### src/rtl/spine_port_arbiter.sv
// spine_port_arbiter: round-robin packet-lock arbiter for one spine output port.
// Optional stall watchdog enabled by defining SPINE_ARB_TIMEOUT_EN.
module spine_port_arbiter #(
    parameter int N_IN    = 11,
    parameter int TIMEOUT = 64
) (
    input  logic            clk,
    input  logic            rst,
    input  logic [N_IN-1:0] req,
    input  logic [N_IN-1:0] last,
    input  logic            out_ready,
    output logic [N_IN-1:0] grant,
    output logic [3:0]      granted_id,
    output logic            out_valid,
    output logic            out_last,
    output logic            busy,
    output logic            timeout_o
);
    localparam int PW = $clog2(N_IN);

    typedef enum logic {IDLE, LOCK} state_t;

    state_t        state;
    logic [PW-1:0] rr_ptr, pick, sel, sel_next;
    logic [PW:0]   j;
    logic          xfer, tail, fire;

    assign sel       = granted_id[PW-1:0];
    assign busy      = state == LOCK;
    assign out_valid = busy & req[sel];
    assign out_last  = out_valid & last[sel];
    assign xfer      = out_valid & out_ready;
    assign tail      = xfer & last[sel];
    assign sel_next  = (sel == PW'(N_IN - 1)) ? '0 : sel + 1'b1;

    // Scan offsets high to low so the nearest requester at or after rr_ptr wins.
    always_comb begin
        pick = '0;
        j    = '0;
        for (int k = N_IN - 1; k >= 0; k--) begin
            j = {1'b0, rr_ptr} + (PW+1)'(k);
            j = (j >= (PW+1)'(N_IN)) ? j - (PW+1)'(N_IN) : j;
            pick = req[j[PW-1:0]] ? j[PW-1:0] : pick;
        end
    end

    always_ff @(posedge clk or posedge rst) begin
        if (rst) begin
            state      <= IDLE;
            grant      <= '0;
            granted_id <= '0;
            rr_ptr     <= '0;
        end else if (state == IDLE) begin
            if (|req) begin
                state      <= LOCK;
                grant      <= N_IN'(1) << pick;
                granted_id <= 4'(pick);
            end
        end else if (tail || fire) begin
            state      <= IDLE;
            grant      <= '0;
            granted_id <= '0;
            rr_ptr     <= sel_next;
        end
    end

`ifdef SPINE_ARB_TIMEOUT_EN
    localparam int CW = $clog2(TIMEOUT);

    logic [CW-1:0] cnt;

    // cnt holds stalled cycles already seen; this cycle is the TIMEOUT-th.
    assign fire = busy & ~xfer & (cnt == CW'(TIMEOUT - 1));

    always_ff @(posedge clk or posedge rst) begin
        if (rst) begin
            cnt       <= '0;
            timeout_o <= 1'b0;
        end else begin
            timeout_o <= fire;
            cnt       <= (!busy || xfer || fire) ? '0 : cnt + 1'b1;
        end
    end
`else
    assign fire      = 1'b0;
    assign timeout_o = 1'b0;
`endif
endmodule
### config.mk
export PLATFORM = sky130hd
export DESIGN_NAME = spine_port_arbiter
export DESIGN_NICKNAME = d
export VERILOG_FILES = /design/src/rtl/spine_port_arbiter.sv
export SDC_FILE = /design/constraint.sdc
export NUM_CORES = 1
export LEC_CHECK = 0
export ABC_AREA = 1
export CAP_MARGIN = 20
export CORE_ASPECT_RATIO = 0.9
export CORE_MARGIN = 3
export CORE_UTILIZATION = 45
export CTS_CLUSTER_DIAMETER = 200
export CTS_CLUSTER_SIZE = 16
export DETAILED_ROUTE_END_ITERATION = 12
export PLACE_DENSITY = 0.73
export SLEW_MARGIN = 20
export SYNTH_ARGS = -nofsm -noshare
export SYNTH_HDL_FRONTEND = slang
export SYNTH_SLANG_ARGS = --single-unit
### constraint.sdc
create_clock -name clk -period 9.5 [get_ports clk]
set_clock_uncertainty 0.05 [all_clocks]
set_input_delay 0.95 -clock clk [delete_from_list [all_inputs] [get_ports clk]]
set_output_delay 0.95 -clock clk [all_outputs]
set_load 0.005 [all_outputs]
==> flow_summary_export.csv <==
group,metric,value,unit
status,outcome,"finished, final reports clean",
sta,peak_clock_frequency_supported_by_timing,202,MHz
floorplanning,floorplan.die_area,10500,µm²
synth,synthFlopType,"sky130_fd_sc_hd__dfrtp_1",
floorplanning,start_util,0.475,
clocking,clock_pin_slew_on_the_worst_setup_and_hold_paths,0.08,ns
sta,fin_ws,4.54,ns
power,power.sequential.fraction,0.366,
cells_and_area,final_util,0.536,
power,p_sw,68.8,µW
setup_path,worstPathArrival,5.11,ns
synth,asyncSetResetFlopFracSynth,1.00,
sta,max_slew.worst_pin.slew,0.897,ns
route,viasPerCell,5.90,
setup_path,critPathRequiredTime,9.66,ns
synth,synth-adder-area-share,0.0476,
cells_and_area,fillers,910,
synth,seq_area_frac_synth,0.119,
synth,syn_area,4210,µm²
setup_path,critical_path.n_buffers_inverters,2,
grt,grt_pass1_wl,23400,µm
cells_and_area,final_net_count,794,
clocking,numCtsBuffers,3,
synth,number_of_flops_mapped_to_enable_cells_by_yosys,0,
placed_design,place_hpwl,11600,µm
setup_path,r2r-start,"rr_ptr[0]$_DFFE_PP0P_",
cells_and_area,layout-drive-gt1-share,0.126,
sta,worst_hold_slack,0.441,ns
power,internal-power,164,µW
route,final_antenna_net_count,0,
cells_and_area,antenna-diode-count,0,
clocking,count_of_cells_resized_by_post_cts_repair,0,
synth,synth_area_per_cell,5.83,µm²
setup_path,cpMaxStageDelayCell,"sky130_fd_sc_hd__dfrtp_1",
placed_design,pre_cts_slack,4.69,ns
sta,tns,0,ns
setup_path,critical_path.max_fanout,23,
floorplanning,core-area,8850,µm²
sta,drv_slew,0,
sta,hold_viol,0,
route,drc_errors,0,
setup_path,critPathTopFamily,"simple AND/OR/NAND/NOR gates",
setup_path,crit-reg2reg-capture,"grant[8]$_DFFE_PP0P_",
route,drt-pass1-iter-count,7,
sta,finalCritPeriodShare,0.522,
sta,finalWorstPathRequiredPeriod,4.96,ns
setup_path,worst_reg_to_reg_path_cell_count,22,
cells_and_area,syn2layout_area_growth,12.7,%
synth,synthesis.nets,763,
synth,post_synth_and_or_nand_nor_area_fraction,0.441,
power,switching_share,0.296,
floorplanning,die_width,108,µm
route,totalWireLength,14700,µm
synth,ys_types,50,
floorplanning,die_h,97.7,µm
synth,synth_xor_xnor_area_share,0.0381,
job,maxCapViolCount,0,
clocking,cts_htree_levels,1,
sta,finalSetupViolations,0,
min_path,worstHoldPathType,"register to register",
synth,combinational_family_with_the_most_area_after_synthesis,"simple AND/OR/NAND/NOR gates",
route,drt_first_iter_violations,570,
floorplanning,placement_rows,32,
setup_path,regToRegSetupSlack,4.54,ns
clocking,cts_post_setup_buffers_inserted,0,
grt,grt_antenna_before_repair,0,
sta,grt_setup_unrepaired,"false",
grt,overflow,0,
setup_path,timing.critical_path.depth,22,
placed_design,gp_congestion,0.984,
route,routed_wire_length_per_instance,16.9,µm
clocking,worst_skew_pair.late_latency,0.26,ns
clocking,clock_sink_count,20,
grt,number_of_global_route_vias_before_repair,4658,
synth,synth-compound-area-share,0.249,
power,portion_of_total_power_attributed_to_the_clock_network,0.372,
synth,ys.warnings.count,0,
clocking,clockRootBuffer,"sky130_fd_sc_hd__clkbuf_8",
setup_path,critical_path.startpoint,"rr_ptr[0]$_DFFE_PP0P_",
sta,relSlewSlack,0.402,
setup_path,worst_path_largest_cell_delay,0.93,ns
synth,synth.ff_latch_count,20,
clocking,tritoncts,"done",
power,vdd.ir_drop.worst,0.0000676,V
synth,muxShareOfSynthArea,0,
power,power.leakage,0.00222,µW
setup_path,crit_top_cell,"sky130_fd_sc_hd__nand2_1",
placed_design,port_buffers,42,
power,power_density,49.1,nW/µm²
synth,syn_inst,722,
route,total_via_count_in_the_routed_design,5136,
setup_path,worst_setup_path_start_kind,"register",
clocking,longest_clk_path_bufs,2,
setup_path,cp-endpoint,"grant[8]$_DFFE_PP0P_",
setup_path,critical_path.endpoint_type,"register",
grt,grtUsageTotal,0.273,
grt,grt_max_degree,24,
floorplanning,ioPinCount,44,
setup_path,critPathKind,"register to register",
clocking,ctsHoldBuffers,0,
setup_path,timing.critical_path.cells,"inv_1, ha_1, nand2_1, nand3_2, nand2_2, nand2_4, nand2_1, nand2_1, o21ai_0, a21oi_1, o21ai_1, o31ai_2, nand2_1, nand2_2, inv_1, a21oi_2, nand2_2, a21oi_4, nand3_2, nor2_2, nand3_1, nand2_1",
power,pwr-share-comb,0.262,
min_path,cell_depth_of_the_worst_min_delay_path,2,
[Yosys cell counts (all sizes together), types with 2 or more instances]
| cell type | count | area, µm² |
|---|---|---|
| a21oi | 43 | 260 |
| a31oi | 2 | 12.5 |
| and2 | 2 | 12.5 |
| buf | 10 | 85.1 |
| clkbuf | 6 | 22.5 |
| clkinv | 5 | 23.8 |
| dfrtp | 20 | 500 |
| ha | 16 | 200 |
| inv | 80 | 308 |
| nand2 | 258 | 1090 |
| nand3 | 91 | 505 |
| nand3b | 4 | 30.0 |
| nand4 | 6 | 37.5 |
| nor2 | 40 | 163 |
| nor3 | 3 | 15.0 |
| o2111ai | 4 | 41.3 |
| o211ai | 17 | 133 |
| o21a | 2 | 15.0 |
| o21ai | 82 | 455 |
| o21bai | 3 | 22.5 |
| o221ai | 4 | 35.0 |
| o22ai | 2 | 12.5 |
| o31ai | 3 | 27.5 |
| xnor2 | 7 | 76.3 |
| xor2 | 7 | 83.8 |
[worst min-delay path by stage]
stage / slack [ns] / startpoint / to
after detailed placement: 0.42 / grant[5]$_DFFE_PP0P_ / grant[5]$_DFFE_PP0P_
after floorplan: 0.42 / grant[0]$_DFFE_PP0P_ / grant[0]$_DFFE_PP0P_
after global placement: 0.42 / grant[2]$_DFFE_PP0P_ / grant[2]$_DFFE_PP0P_
after global routing: 0.49 / grant[2]$_DFFE_PP0P_ / grant[2]$_DFFE_PP0P_
final: 0.44 / grant[8]$_DFFE_PP0P_ / grant[8]$_DFFE_PP0P_
after CTS: 0.44 / grant[5]$_DFFE_PP0P_ / grant[5]$_DFFE_PP0P_
[worst register-to-register path, cell delays in order (launching register included)]
cell	delay [ns]
sky130_fd_sc_hd__dfrtp_1	0.93
sky130_fd_sc_hd__inv_1	0.58
sky130_fd_sc_hd__ha_1	0.71
sky130_fd_sc_hd__nand2_1	0.27
sky130_fd_sc_hd__nand3_2	0.19
sky130_fd_sc_hd__nand2_2	0.10
sky130_fd_sc_hd__nand2_4	0.11
sky130_fd_sc_hd__nand2_1	0.06
sky130_fd_sc_hd__nand2_1	0.30
sky130_fd_sc_hd__o21ai_0	0.12
sky130_fd_sc_hd__a21oi_1	0.17
sky130_fd_sc_hd__o21ai_1	0.12
sky130_fd_sc_hd__o31ai_2	0.08
sky130_fd_sc_hd__nand2_1	0.11
sky130_fd_sc_hd__nand2_2	0.13
sky130_fd_sc_hd__inv_1	0.08
sky130_fd_sc_hd__a21oi_2	0.11
sky130_fd_sc_hd__nand2_2	0.10
sky130_fd_sc_hd__a21oi_4	0.18
sky130_fd_sc_hd__nand3_2	0.11
sky130_fd_sc_hd__nor2_2	0.13
sky130_fd_sc_hd__nand3_1	0.09
sky130_fd_sc_hd__nand2_1	0.07
[cell type report]
cell class / count / area (µm²) / area share
Multi-Input combinational cell: 601 / 3270 / 0.689
Timing Repair Buffer: 42 / 420 / 0.0887
Inverter: 85 / 332 / 0.0700
Sequential cell: 20 / 500 / 0.106
Clock inverter: 1 / 30.0 / 0.00634
Clock buffer: 3 / 41.3 / 0.00871
Tap cell: 119 / 149 / 0.0314
[cells by family after synthesis]
| logic type | after synthesis |
|---|---|
| AND/OR/NAND/NOR | 404 |
| AO/OA/AOI/OAI | 166 |
| buffers and inverters | 101 |
| flip-flops | 20 |
| adder cells (fa/ha/maj) | 16 |
| XOR/XNOR | 14 |
| other | 1 |
[metal layers]
layer | wire, µm | global-route usage | vias up
met3 | 1320 | 0.0299 | 63
met4 | 692 | 0.114 | 0
met2 | 6640 | 0.445 | 270
met1 | 6050 | 0.364 | 2324
li1 | - | - | 2479
met5 | 0 | 0 | -
[power by group through the flow]
stage | clock, µW | sequential (µW) | combinational (µW)
after global placement | 0 | 86.7 | 58.6
final | 86.6 | 85.0 | 60.9
after global routing | 91.9 | 85.1 | 66.3
after detailed placement | 0 | 86.7 | 59.0
after CTS | 86.5 | 85.0 | 59.3
after floorplan | 0 | 86.7 | 35.2
[flip-flops by register name, indices dropped and copies added (netlist names)]
| signal | cells |
|---|---|
| grant | 11 |
| granted_id | 4 |
| rr_ptr | 4 |
| busy | 1 |
[placed cells by master (no fill, tap or decap), types with 3 or more instances in the layout]
cell,instances
sky130_fd_sc_hd__a21oi_1,35
sky130_fd_sc_hd__a21oi_2,6
sky130_fd_sc_hd__clkbuf_8,3
sky130_fd_sc_hd__clkdlybuf4s50_1,42
sky130_fd_sc_hd__clkinv_1,4
sky130_fd_sc_hd__dfrtp_1,20
sky130_fd_sc_hd__ha_1,16
sky130_fd_sc_hd__inv_1,60
sky130_fd_sc_hd__inv_2,17
sky130_fd_sc_hd__inv_4,3
sky130_fd_sc_hd__nand2_1,225
sky130_fd_sc_hd__nand2_2,25
sky130_fd_sc_hd__nand2_4,8
sky130_fd_sc_hd__nand3_1,81
sky130_fd_sc_hd__nand3_2,10
sky130_fd_sc_hd__nand3b_1,4
sky130_fd_sc_hd__nand4_1,6
sky130_fd_sc_hd__nor2_1,37
sky130_fd_sc_hd__nor3_1,3
sky130_fd_sc_hd__o2111ai_1,3
sky130_fd_sc_hd__o211ai_1,16
sky130_fd_sc_hd__o21ai_0,52
sky130_fd_sc_hd__o21ai_1,22
sky130_fd_sc_hd__o21ai_2,6
sky130_fd_sc_hd__o21bai_1,3
sky130_fd_sc_hd__o221ai_1,4
sky130_fd_sc_hd__xnor2_1,5
sky130_fd_sc_hd__xor2_1,4
sky130_fd_sc_hd__xor2_2,3
[per-stage QoR]
step,power [µW],cells,cell area [µm²]
floorplan,122,722,4210
global placement,145,867,4670
detailed placement,146,867,4670
CTS,231,871,4740
global route,243,871,4740
finish,233,871,4740
Power figures use the tool's default switching activity.
